`src/rtl/phase_marker_emitter.sv`:
```
// phase_marker_emitter
// Turns phase start/end requests into "slti x0, x0, code" marker words,
// buffers them in a small FIFO, enforces start/end pairing, auto-closes
// open phases on EXIT and produces the post-window tsx_done countdown.
//
// Handshake rule (both sides): a transfer happens on the rising clock edge
// where valid and ready are both high; valid never depends on ready, and
// req_ready never depends on req_valid.
module phase_marker_emitter #(
  parameter int DEPTH   = 4,
  parameter int TSX_LAT = 3
) (
  input  logic        clock,
  input  logic        reset,
  input  logic        req_valid,
  output logic        req_ready,
  input  logic [2:0]  req_phase,
  input  logic        req_end,
  output logic        inst_valid,
  input  logic        inst_ready,
  output logic [31:0] inst_bits,
  output logic [7:0]  inst_seq,
  output logic [6:0]  open_mask,
  output logic        err,
  output logic [3:0]  err_code,
  output logic        tsx_done,
  output logic        done,
  output logic [1:0]  dbg_state
);

  localparam int AW = $clog2(DEPTH);
  localparam logic [AW:0] L_FULL = (AW+1)'(DEPTH);
  localparam logic [3:0]  L_EXIT_CODE = 4'hE;

  typedef enum logic [1:0] {
    ST_RUN   = 2'd0,
    ST_FLUSH = 2'd1,
    ST_DONE  = 2'd2
  } state_t;

  state_t             r_state;
  state_t             w_state_next;
  logic [3:0]         r_mem [DEPTH];
  logic [AW-1:0]      r_wr_ptr;
  logic [AW-1:0]      r_rd_ptr;
  logic [AW:0]        r_count;
  logic [31:0]        r_hold_bits;
  logic [7:0]         r_seq;
  logic [6:0]         r_mask;
  logic               r_err;
  logic [3:0]         r_err_code;
  logic [TSX_LAT-1:0] r_tsx_sr;
  logic               r_tsx_done;
  logic               r_done;

  logic               w_full;
  logic               w_empty;
  logic               w_pop;
  logic               w_push;
  logic [3:0]         w_push_code;
  logic [6:0]         w_mask_next;
  logic               w_req_ready;
  logic               w_set_err;
  logic [3:0]         w_err_code_in;
  logic [3:0]         w_head_code;
  logic [31:0]        w_head_bits;
  logic [7:0]         w_req_onehot8;
  logic [6:0]         w_req_onehot;
  logic [2:0]         w_low_idx;
  logic               w_tsx_qual;

  assign w_full        = (r_count == L_FULL);
  assign w_empty       = (r_count == '0);
  assign w_pop         = !w_empty && inst_ready;
  assign w_head_code   = r_mem[r_rd_ptr];
  assign w_head_bits   = {8'h00, w_head_code, 20'h02013};
  assign w_req_onehot8 = 8'd1 << req_phase;
  assign w_req_onehot  = w_req_onehot8[6:0];

  // Lowest-numbered open phase, used by FLUSH to close phases in order.
  always_comb begin
    w_low_idx = 3'd0;
    for (int i = 6; i >= 0; i--) begin
      if (r_mask[i]) w_low_idx = 3'(i);
    end
  end

  // Next-state, request acceptance, pairing checks and FIFO push selection.
  always_comb begin
    w_state_next  = r_state;
    w_push        = 1'b0;
    w_push_code   = 4'h0;
    w_mask_next   = r_mask;
    w_req_ready   = 1'b0;
    w_set_err     = 1'b0;
    w_err_code_in = 4'h0;
    case (r_state)
      ST_RUN: begin
        w_req_ready = reset && !w_full;
        if (req_valid && w_req_ready) begin
          if (req_phase == 3'd7) begin
            w_state_next = ST_FLUSH;
          end else if (!req_end && ((r_mask & w_req_onehot) == '0)) begin
            w_push      = 1'b1;
            w_push_code = {req_phase, 1'b0};
            w_mask_next = r_mask | w_req_onehot;
          end else if (req_end && ((r_mask & w_req_onehot) != '0)) begin
            w_push      = 1'b1;
            w_push_code = {req_phase, 1'b1};
            w_mask_next = r_mask & ~w_req_onehot;
          end else begin
            w_set_err     = 1'b1;
            w_err_code_in = {req_phase, req_end};
          end
        end
      end
      ST_FLUSH: begin
        if (!w_full) begin
          w_push = 1'b1;
          if (r_mask != '0) begin
            w_push_code = {w_low_idx, 1'b1};
            w_mask_next = r_mask & ~(7'd1 << w_low_idx);
          end else begin
            w_push_code  = L_EXIT_CODE;
            w_state_next = ST_DONE;
          end
        end
      end
      ST_DONE: begin
        w_req_ready = 1'b0;
      end
      default: begin
        w_state_next = ST_RUN;
      end
    endcase
  end

  // State register, open-phase mask and sticky error capture.
  always_ff @(posedge clock) begin
    if (!reset) begin
      r_state    <= ST_RUN;
      r_mask     <= '0;
      r_err      <= 1'b0;
      r_err_code <= '0;
    end else begin
      r_state <= w_state_next;
      r_mask  <= w_mask_next;
      if (w_set_err) begin
        r_err <= 1'b1;
        if (!r_err) r_err_code <= w_err_code_in;
      end
    end
  end

  // Marker storage; contents are only meaningful between rd and wr pointers.
  always_ff @(posedge clock) begin
    if (w_push) r_mem[r_wr_ptr] <= w_push_code;
  end

  // FIFO pointers, occupancy, held output word and output sequence index.
  always_ff @(posedge clock) begin
    if (!reset) begin
      r_wr_ptr    <= '0;
      r_rd_ptr    <= '0;
      r_count     <= '0;
      r_hold_bits <= '0;
      r_seq       <= '0;
    end else begin
      if (w_push) r_wr_ptr <= r_wr_ptr + 1'b1;
      if (w_pop) begin
        r_rd_ptr    <= r_rd_ptr + 1'b1;
        r_hold_bits <= w_head_bits;
        r_seq       <= r_seq + 8'd1;
      end
      case ({w_push, w_pop})
        2'b10:   r_count <= r_count + 1'b1;
        2'b01:   r_count <= r_count - 1'b1;
        default: r_count <= r_count;
      endcase
    end
  end

  // A VCTM_END or TEXE_START handshake starts the countdown once only.
  assign w_tsx_qual = w_pop && ((w_head_code == 4'h1) || (w_head_code == 4'h4))
                      && !r_tsx_done && (r_tsx_sr == '0);

  // tsx one-hot countdown and the done flag after SIM_EXIT leaves.
  always_ff @(posedge clock) begin
    if (!reset) begin
      r_tsx_sr   <= '0;
      r_tsx_done <= 1'b0;
      r_done     <= 1'b0;
    end else begin
      if (w_tsx_qual) begin
        r_tsx_sr <= TSX_LAT'(1);
      end else if (r_tsx_sr[TSX_LAT-1]) begin
        r_tsx_sr   <= '0;
        r_tsx_done <= 1'b1;
      end else begin
        r_tsx_sr <= r_tsx_sr << 1;
      end
      if (w_pop && (w_head_code == L_EXIT_CODE)) r_done <= 1'b1;
    end
  end

  assign req_ready  = w_req_ready;
  assign inst_valid = !w_empty;
  assign inst_bits  = w_empty ? r_hold_bits : w_head_bits;
  assign inst_seq   = r_seq;
  assign open_mask  = r_mask;
  assign err        = r_err;
  assign err_code   = r_err_code;
  assign tsx_done   = r_tsx_done;
  assign done       = r_done;
  assign dbg_state  = r_state;

endmodule

```
`config.mk`:
```
export PLATFORM = sky130hd
export DESIGN_NAME = phase_marker_emitter
export DESIGN_NICKNAME = d
export VERILOG_FILES = /design/src/rtl/phase_marker_emitter.sv
export SDC_FILE = /design/constraint.sdc
export NUM_CORES = 1
export LEC_CHECK = 0
export CAP_MARGIN = 20
export CELL_PAD_IN_SITES_DETAIL_PLACEMENT = 0
export CELL_PAD_IN_SITES_GLOBAL_PLACEMENT = 1
export CORE_MARGIN = 4
export CORE_UTILIZATION = 36
export CTS_CLUSTER_SIZE = 40
export DETAILED_ROUTE_END_ITERATION = 7
export MAX_ROUTING_LAYER = met4
export PLACE_DENSITY_LB_ADDON = 0.3
export SLEW_MARGIN = 20
export SYNTH_ARGS = -nofsm -noshare
export SYNTH_HDL_FRONTEND = slang
export SYNTH_SLANG_ARGS = --single-unit
```
`constraint.sdc`:
```
create_clock -name clock -period 12.8 [get_ports clock]
set_clock_uncertainty 0.1 [all_clocks]
set_input_delay 3.84 -clock clock [delete_from_list [all_inputs] [get_ports clock]]
set_output_delay 3.84 -clock clock [all_outputs]
set_load 0.005 [all_outputs]
```
-- Yosys cells after proc, flatten, opt, wreduce, memory -nomap -nowiden
Memories as Yosys holds them, arrays and structs flattened. A register that Yosys moved wholly into a read port is not among the register bits.
Cells that the tools add are included.
- bits in registers: 42
- memory bits (writable): 16
- input bits: 8
- output and inout bits: 58
- word-level logic and storage cells: 124
- memories: 1
- memory list (name ; depth ; bits a word ; read ports ; clocked after memory_dff ; write ports ; RTL line ; RTL):
    r_mem ; 4 ; 4 ; 1 ; 1 ; 1 ; 43 ; logic [3:0] r_mem [DEPTH];
- add/sub/neg operators: 5
- equal/unequal tests: 16
- shift-type cells: 2
- muxes and demuxes: 50
- bitwise gates (word level): 10
- reduce and logical (&&, ||, !) cells: 27
- operators by type and width (operator ; number):
    4-bit two-way mux ; 11
    7-bit two-way mux ; 6
    24-bit two-way mux ; 1
    7-bit bitwise AND ; 3
    3-bit two-way mux ; 7
    1-bit two-way mux ; 14
    7-bit inverter ; 2
    7-bit one-hot mux with 2 select lines ; 1
    7-bit nonzero test ; 2
    1-bit by 3-bit << shifter with 7-bit output, first input constant ; 2
    2-bit two-way mux ; 6
    2-bit != test, second input constant ; 6
    1-bit logical AND ; 9
    8-bit by 1-bit adder with 8-bit output, second input constant ; 1
    4-bit one-hot mux with 2 select lines ; 1
    7-bit logical NOT ; 1
    7-bit OR ; 1
    3-bit == test, second input constant ; 2
    3-bit logical NOT ; 2
    2-bit one-hot mux with 3 select lines ; 1
    3-bit one-hot mux with 2 select lines ; 1
    6-bit AND reduction ; 1
    5-bit AND reduction ; 1
    2-bit by 1-bit adder with 2-bit output, second input constant ; 2
    other kinds (16) ; 26

-- Depth between registers and ports, before layout
Gate-level depths: netlist (run 1).
- word-level depth: 13
- gate-level depth with buffers: 17
- mapped depth without buffers: 15

-- Worst setup path after synthesis (run 1)
Ideal clock, no wire load.
- path type: input-to-output
- start point: in reset
- end point: out req_ready
- arrival: 4.643 ns
- required time: 8.860 ns
- setup slack: 4.217 ns
- stages: 4
- buffers on the path: 2
- cell sequence: clkbuf_1 > inv_1 > clkbuf_1 > nor4_1
- longest elaborated chain between the ends: 2
- ends and longest elaborated chain (what ; RTL line ; RTL):
    start: declaration ; 14 ; input logic reset,
    1-bit logical AND ; 99 ; w_req_ready = reset && !w_full;
    1-bit two-way mux ; 97 ; case (r_state)
    end: declaration ; 16 ; output logic req_ready,
Every way passes these cells.

-- Worst setup path in the final report (run 1)
Ends and elaborated chain as after synthesis.

==> results of run 1 <==
## worst register-to-register path: stages, from the launching register on
cell and delay, ns:
dfxtp_1 0.40, mux4_2 0.48, mux2_2 0.29, inv_1 0.08
ha_1 0.16, inv_1 0.11, a41o_2 0.36, and2_1 0.18
inv_1 0.07, ha_1 0.18, inv_1 0.06, fa_1 0.37
xor2_1 0.16, or3_1 0.30, a21oi_1 0.13
## cells in the final DEF (no fill, tap or decap), drive strengths merged, types with 6 or more instances in the layout
cell type,instances
nor2,35
xor2,6
clkdlybuf4s50,41
nand3,9
inv,17
edfxtp,16
nand2,29
nor3,12
conb,24
ha,9
dfxtp,41
clkbuf,9
and3,8
a21oi,13
mux2,8
## cell type report
| cell class | instances | area [µm²] | area share |
|---|---|---|---|
| timing repair buffer | 42 | 418 | 0.114 |
| clock inverter | 7 | 78.8 | 0.0216 |
| tap | 105 | 131 | 0.0360 |
| inverter | 15 | 56.3 | 0.0154 |
| multi-input combinational | 234 | 1540 | 0.423 |
| clock buffer | 9 | 124 | 0.0339 |
| sequential | 57 | 1300 | 0.356 |
## routing by layer
layer	track usage	wire, µm	vias to the layer above
met5	-	0	-
li1	-	-	1158
met4	0.0591	99	0
met2	0.216	3170	65
met3	0.0304	365	11
met1	0.194	3180	1108
## per-stage QoR
stage / power [mW] / area [µm²] / worst slack (ns) / hold slack [ns] / util
4_1_cts: 0.557 / 3650 / 2.39 / 0.343 / 0.440
5_1_grt: 0.584 / 3650 / 2.12 / 0.360 / 0.440
6_report: 0.551 / 3650 / 2.41 / 0.343 / 0.440
2_1_floorplan: 0.327 / 3180 / 4.22 / 0.312 / -
3_5_place_dp: 0.386 / 3450 / 2.40 / 0.334 / 0.416
3_3_place_gp: 0.383 / 3450 / 2.41 / 0.328 / 0.416
## logic make-up (layout without fill, tap and decap cells)
kind of cell / after synthesis / after routing
adder cells (fa/ha/maj): 10 / 10
buffers and inverters: 59 / 73
flip-flops: 57 / 57
other: 1 / 24
AND/OR/NAND/NOR: 124 / 124
XOR/XNOR: 11 / 11
AO/OA/AOI/OAI: 47 / 47
multiplexers: 18 / 18
## power by group
part,leakage [nW],internal (mW),switching (mW)
registers,0.482,0.200,0.0151
clock network,0.0925,0.0914,0.0791
logic,0.768,0.0888,0.0765
## final timing paths
kind / from / depth (start not counted) / endpoint
min reg2reg: r_tsx_sr[0] / 2 / r_tsx_sr[1]
min: r_tsx_sr[0] / 2 / r_tsx_sr[1]
max reg2reg: flip-flop / 14 / r_count[2]
max: reset / 4 / req_ready
==> metrics, run 1 <==
H-tree depth 3; Final Wtd Congestion 0.813; Slew headroom 0.343; multiplexer area fraction after synthesis 0.0817; #FFs+latches synth 57; Hold Path Class reg2reg; Post-CTS Setup Bufs 0; CP max FO 30; Period minus WS final 10.39 ns; number of vias per cell 4.99; Final Hold Viols 0; Synth Area in Compound Gates 0.110; final setup vio count 0; status complete, no violations; WL final ~7000 µm; Avg Inst Size Synth 9.46 µm²; post-synthesis sequential area ratio 0.421; CTS tree yes; clock latency on the worst-skew pair 0.34 ns; total of max-cap violations 0; vias approximately 2.3k; total clock sinks 57; placed insts 453; detailed-route wire length per cell 14.5 µm; Finished Layout Cells 469; clock-pin slew on the worst setup and hold paths about 0.070 ns; worst-case register-to-register setup slack a little over 9 ns; CTS Hold Buffers Added 0; CTS Root Cell clkbuf_8; RSZ-0062 raised after global routing false; Port Buf Inserts slightly above 40; CP max-delay cell clkdlybuf4s50_1; First DRT Iteration DRCs approximately 120; Data arrival, critical path roughly 6.5 ns; largest family of logic cells by synthesized area simple AND/OR/NAND/NOR gates; Worst EP required approximately 8.9 ns; Critical Path Max Stage Delay 0.91 ns; synth unique cells 62; Most Frequent Cell on Critical Path clkdlybuf4s50_1; Inserted Diodes 0; fillers between 800 and 900; top cell type by total area after synthesis dfxtp_1; Area contributors post-synth dfxtp_1, edfxtp_1, buf_4; crit end category output port; Achievable Freq 96.2 MHz; synth warn 0; fraction of registers with async set/reset 0; DRC 0; CP Class in2out; Post-DP HPWL 4810 µm; Post-synth top cells dfxtp_1, nor2_1, nand2_1; nets 377; Clock Path Buffers 2; area growth from synthesis to layout 18.1%; number of synthesized flops with an enable pin 16; # IOs 66; Die Y 101 µm; cell area after synthesis 3090 µm²; Post-synth top flop dfxtp_1; worst path bufs/invs 3; ANT nets after route 0; Synth top area share 0.265; number of global-route vias before repair 2230; largest net degree at the start of global routing 31; Worst-Margin Slew 0.984 ns; CTS buffer count 9; initial core utilization 0.373; XOR/XNOR share of the synthesized area 0.0311; gr usage total 0.146; pwr dens 151 nW/µm²; Post-CTS Resized 0; Max Slew Vio Count 0; Die ar. 10100 µm²; Static Leak between 1 and 1.5 nW; IR drop worst, VDD 0.0557 mV; initial antenna violation count 0; period utilization 0.812; top-count cell post-synth dfxtp_1; iteration count of the initial detailed-routing pass 5; share of cells above drive strength 1 0.104; crit-path leading delay family buffers and inverters; Synth Area in Adders 0.0429; core box area 8300 µm²; global route total overflow 0; Fin Setup TNS 0 ns; Die Wd 101 µm; Simple-Gate Fraction of Synth Area 0.205; critical path launch point type input port; row cnt 33; Cells after Synth 327; first-pass GRT wire length 11200 µm; worst path cell trace clkdlybuf4s50_1, inv_1, nor4_1, clkdlybuf4s50_1
(Power assumes the default switching activity.)
==> inputs of run 2 (changes only) <==
--- a/config.mk
+++ b/config.mk
@@ -9,7 +9,7 @@
 export CELL_PAD_IN_SITES_DETAIL_PLACEMENT = 0
 export CELL_PAD_IN_SITES_GLOBAL_PLACEMENT = 1
 export CORE_MARGIN = 4
-export CORE_UTILIZATION = 36
+export CORE_UTILIZATION = 35
 export CTS_CLUSTER_SIZE = 40
 export DETAILED_ROUTE_END_ITERATION = 7
 export MAX_ROUTING_LAYER = met4
==> constraint.sdc (replaced) <==
create_clock -name clock -period 8.6 [get_ports clock]
set_clock_uncertainty 0.1 [all_clocks]
set_input_delay 2.58 -clock clock [delete_from_list [all_inputs] [get_ports clock]]
set_output_delay 2.58 -clock clock [all_outputs]
set_load 0.005 [all_outputs]
==> metrics, run 2 (synthesized netlist as in run 1, its figures left out) <==
status complete, no violations; CTS Hold Buffers Added 0 (unchanged); Register Area 1300 µm² (unchanged); number of global-route vias before repair 2251 (+0.94%); Data arrival, critical path 4.37 ns (-2.08 ns); Final Hold Viols 0 (unchanged); Fin Setup TNS 0 ns (unchanged); Max Slew Vio Count 0 (unchanged); Post-CTS Setup Bufs 0 (unchanged); worst path bufs/invs 3 (unchanged); crit-path leading delay family buffers and inverters; Achievable Freq between 100 and 150 MHz; Die Y 102 µm (+1.3%); Period minus WS final 7.05 ns; nets 378 (+0.27%); Static Leak 1.36 nW (+1.4%); Die ar. 10400 µm² (+2.6%); Worst-Margin Slew 0.859 ns (-0.125 ns); WL final 6890 µm (+1.2%); Port Buf Inserts 41 (unchanged); CP max-delay cell clkdlybuf4s50_1; Worst EP required 5.92 ns (-2.94 ns); area of placed instances 3460 µm² (+0.33%); clock-pin slew on the worst setup and hold paths 0.06 ns (about the same); Die Wd 102 µm (+1.3%); detailed-route wire length per cell 14.6 µm (+0.30%); RSZ-0062 raised after global routing false; ANT nets after route 0 (unchanged); CTS buffer count 9 (unchanged); # IOs 66 (unchanged); Post-CTS Resized 0 (unchanged); gr usage total 0.144 (-0.00172); Slew headroom 0.423 (+0.0796); worst hold stages 2 (unchanged); largest net degree at the start of global routing 30 (-3.2%); worst reg2reg path depth 14 (unchanged); core box area 8680 µm² (+4.6%); global route total overflow 0 (unchanged); area growth from synthesis to layout 18.4%; initial antenna violation count 0 (unchanged); Post-DP HPWL 4850 µm (+0.99%); critical path launch point type input port; number of vias per cell 4.96 (-0.59%); IR drop worst, VDD 0.0848 mV (+52%); Hold Path Class reg2reg; clock latency on the worst-skew pair 0.33 ns (about the same); DRC 0 (unchanged); CTS Root Cell clkbuf_8; total clock sinks 57 (unchanged); Inserted Diodes 0 (unchanged); CTS tree yes; CP Class in2out; fillers 870 (+6.7%); commonest non-fill, non-tap cells in the layout dfxtp_1, clkdlybuf4s50_1, nor2_1; row cnt 34 (+3.0%); H-tree depth 3 (unchanged); path length in cells of the critical path 4 (unchanged); vias 2348 (+0.26%); Multi-input gate area 1540 µm² (unchanged); crit end category output port; post-route cell area 3660 µm² (+0.31%); worst path cell trace clkdlybuf4s50_1, inv_1, nor4_1, clkdlybuf4s50_1; first-pass GRT wire length 11300 µm (+0.93%); CP max FO 19 (-37%); Most Frequent Cell on Critical Path clkdlybuf4s50_1; total of max-cap violations 0 (unchanged); pwr dens 222 nW/µm² (+47%); initial core utilization 0.357 (-0.0163); iteration count of the initial detailed-routing pass 5 (unchanged); final setup vio count 0 (unchanged); Clock Path Buffers 2 (unchanged); Critical Path Max Stage Delay 0.88 ns (-0.03 ns); Final Wtd Congestion 0.778 (-4.4%); First DRT Iteration DRCs 138 (+20%); share of cells above drive strength 1 0.104 (-0.000286); period utilization 0.820
## run 2: worst paths after layout
kind,slack (ns),endpoint,from
setup reg to reg,5.09,r_count[2],flip-flop
hold / removal,0.34,r_tsx_sr[2],r_tsx_sr[1]
setup / recovery,1.55,req_ready,reset
hold reg to reg,0.34,r_tsx_sr[2],r_tsx_sr[1]
## run 2: layout make-up
type	count	share of cell area
tap	108	0.0369
clock inverter	1	0.00171
sequential	57	0.355
clock buffer	15	0.0536
timing repair buffer	43	0.116
multi-input combinational	234	0.421
inverter	15	0.0154
## run 2: through the flow
step	setup WS, ns	hold slack [ns]	power, mW	std cells	utilization
after detailed placement	1.54	0.334	0.573	457	0.399
final	1.55	0.341	0.814	473	0.422
after floorplan	2.54	0.312	0.487	350	-
after global placement	1.56	0.332	0.569	457	0.399
after CTS	1.54	0.343	0.824	473	0.422
after global routing	1.43	0.353	0.865	473	0.422
## run 2: routing by layer
| layer | vias up | routed length (µm) | share of wire | track usage |
|---|---|---|---|---|
| li1 | 1170 | - | - | - |
| met1 | 1106 | 3180 | 0.46 | 0.182 |
| met2 | 68 | 3290 | 0.48 | 0.222 |
| met3 | 4 | 353 | 0.051 | 0.0341 |
| met4 | 0 | 61 | 0.0089 | 0.0565 |
| met5 | - | 0 | 0 | - |
## run 2: power by group
part | switching, mW | internal (mW)
Combinational | 0.113 | 0.132
Sequential | 0.0217 | 0.297
Clock | 0.106 | 0.145
## run 2: worst reg2reg max path, delay by kind of cell (launching register included)
kind | cells | cell delay (ns)
multiplexers | 2 | 0.77
adder cells (fa/ha/maj) | 3 | 0.71
AND/OR/NAND/NOR | 2 | 0.50
AO/OA/AOI/OAI | 2 | 0.49
flip-flops | 1 | 0.41
buffers and inverters | 4 | 0.30
XOR/XNOR | 1 | 0.16
==> inputs of run 3 (changes only) <==
==> constraint.sdc (replaced) <==
create_clock -name clock -period 5.85 [get_ports clock]
set_clock_uncertainty 0.1 [all_clocks]
set_input_delay 1.755 -clock clock [delete_from_list [all_inputs] [get_ports clock]]
set_output_delay 1.755 -clock clock [all_outputs]
set_load 0.005 [all_outputs]
==> metrics, run 3 (synthesized netlist as in run 1, its figures left out) <==
Critical Path Max Stage Delay 0.50 ns (-0.38 ns); initial core utilization 0.357 (unchanged); worst setup path start req_phase[2]; WL final 6880 µm (about the same); routing usage on met2 0.220 (-0.00250); Inserted Diodes 0 (unchanged); Die ar. 10400 µm² (unchanged); worst path bufs/invs 5 (+2); first-pass GRT wire length 11400 µm (+0.66%); Hold Path Class reg2reg; worst reg2reg path depth 14 (unchanged); CTS tree yes; GR peak layer met2; pwr dens 329 nW/µm² (+48%); area growth from synthesis to layout 19.8%; vias 2369 (+0.89%); First DRT Iteration DRCs 108 (-22%); core box area 8680 µm² (unchanged); met3 GRT Util 0.0430 (+0.00887); initial antenna violation count 0 (unchanged); CTS buffer count 9 (unchanged); final worst slack 0.851 ns (-0.697 ns); Static Leak 1.39 nW (+1.8%); iteration count of the initial detailed-routing pass 5 (unchanged); Achievable Freq 200 MHz; # IOs 66 (unchanged); detailed-route wire length per cell 14.4 µm (-0.91%); crit-path leading delay family buffers and inverters; clock-pin slew on the worst setup and hold paths 0.07 ns (about the same); worst hold stages 2 (unchanged); Period minus WS final 5.00 ns; final setup vio count 0 (unchanged); Die Wd 102 µm (unchanged); Worst-Margin Slew 0.866 ns (+0.00708 ns); largest net degree at the start of global routing 30 (unchanged); critical path launch point type input port; period utilization 0.854; path length in cells of the critical path 15 (+11); Final Hold Viols 0 (unchanged); CP max FO 11 (-8); H-tree depth 3 (unchanged); gr usage total 0.143 (-0.00115); total of max-cap violations 0 (unchanged); Clock Path Buffers 2 (unchanged); row cnt 34 (unchanged); CTS Hold Buffers Added 0 (unchanged); number of vias per cell 4.97 (about the same); CTS Root Cell clkbuf_8; crit end category flip-flop; Port Buf Inserts 41 (unchanged); Slew headroom 0.418 (-0.00475); hold_sp r_tsx_sr[0]; IR drop worst, VDD 0.104 mV (+23%); Final Wtd Congestion 0.809 (+4.1%); nets 382 (+1.1%); commonest non-fill, non-tap cells in the layout dfxtp_1, clkdlybuf4s50_1, nor2_1; Worst EP required 6.00 ns (+0.08 ns); Fin Setup TNS 0 ns (unchanged); ANT nets after route 0 (unchanged); Post-CTS Setup Bufs 0 (unchanged); DRC 0 (unchanged); RSZ-0062 raised after global routing false; CP Class in2reg; met1 Usage GRT 0.184 (+0.00178); Most Frequent Cell on Critical Path inv_1; worst path cell trace clkdlybuf4s50_1, mux4_2, mux2_2, inv_1, ha_1, inv_1, a41o_2, and2_1, inv_1, ha_1, inv_1, fa_1, xor2_1, or3_1, a21oi_1; Die Y 102 µm (unchanged); number of global-route vias before repair 2297 (+2.0%); total clock sinks 57 (unchanged); pre-CTS setup slack 0.506 ns (-1.03 ns); Post-CTS Resized 0 (unchanged); global route total overflow 0 (unchanged); share of cells above drive strength 1 0.114 (+0.00971); CP max-delay cell clkdlybuf4s50_1; Post-DP HPWL 4890 µm (+0.71%); Max Slew Vio Count 0 (unchanged); status complete, no violations; Data arrival, critical path 5.15 ns (+0.78 ns); clock latency on the worst-skew pair 0.33 ns (about the same)
run 3: changes by cell type in the layout (fill, tap and decap cells not counted), sizes merged:
cell    before  now
bufinv       0    1
clkbuf      15   12
inv         16   15
clkinv       0    3
buf          2    6
run 3: report_power, final:
part	switching (mW)	leakage [nW]	internal (mW)
Clock	0.153	0.111	0.234
Sequential	0.0316	0.482	0.437
Combinational	0.167	0.792	0.196
Total	0.352	1.39	0.867
run 3: cell type report:
type	count	area, µm²
Sequential cell	57	1300
Tap cell	108	135
Timing Repair Buffer	47	455
Fill cell	881	4970
Multi-Input combinational cell	234	1540
Clock buffer	12	166
Clock inverter	4	48.8
Inverter	15	56.3
run 3: path summary, 6_finish.rpt:
| path | to | slack (ns) |
|---|---|---|
| setup / recovery | r_count[2] | 0.85 |
| hold / removal | r_tsx_sr[1] | 0.34 |
| setup reg to reg | r_count[2] | 2.37 |
| hold reg to reg | r_tsx_sr[1] | 0.34 |
run 3: routing by layer:
| layer | part of all wire | up-vias |
|---|---|---|
| li1 | - | 1178 |
| met1 | 0.47 | 1133 |
| met2 | 0.48 | 56 |
| met3 | 0.048 | 2 |
| met4 | 0.0049 | 0 |
| met5 | 0 | - |
run 3: through the flow:
| step | cells | hold WS (ns) | total power [mW] | cell area [µm²] | utilization |
|---|---|---|---|---|---|
| global route | 477 | 0.348 | 1.30 | 3710 | 0.427 |
| detailed placement | 461 | 0.328 | 0.846 | 3490 | 0.402 |
| CTS | 477 | 0.338 | 1.24 | 3710 | 0.427 |
| global placement | 461 | 0.327 | 0.840 | 3490 | 0.402 |
| floorplan | 350 | 0.312 | 0.716 | 3180 | - |
| finish | 477 | 0.336 | 1.22 | 3710 | 0.427 |
run 3: worst min-delay path: stages, from the launching register on:
cell	delay [ns]
dfxtp_1	0.31
nand2_1	0.06
nor2_1	0.03
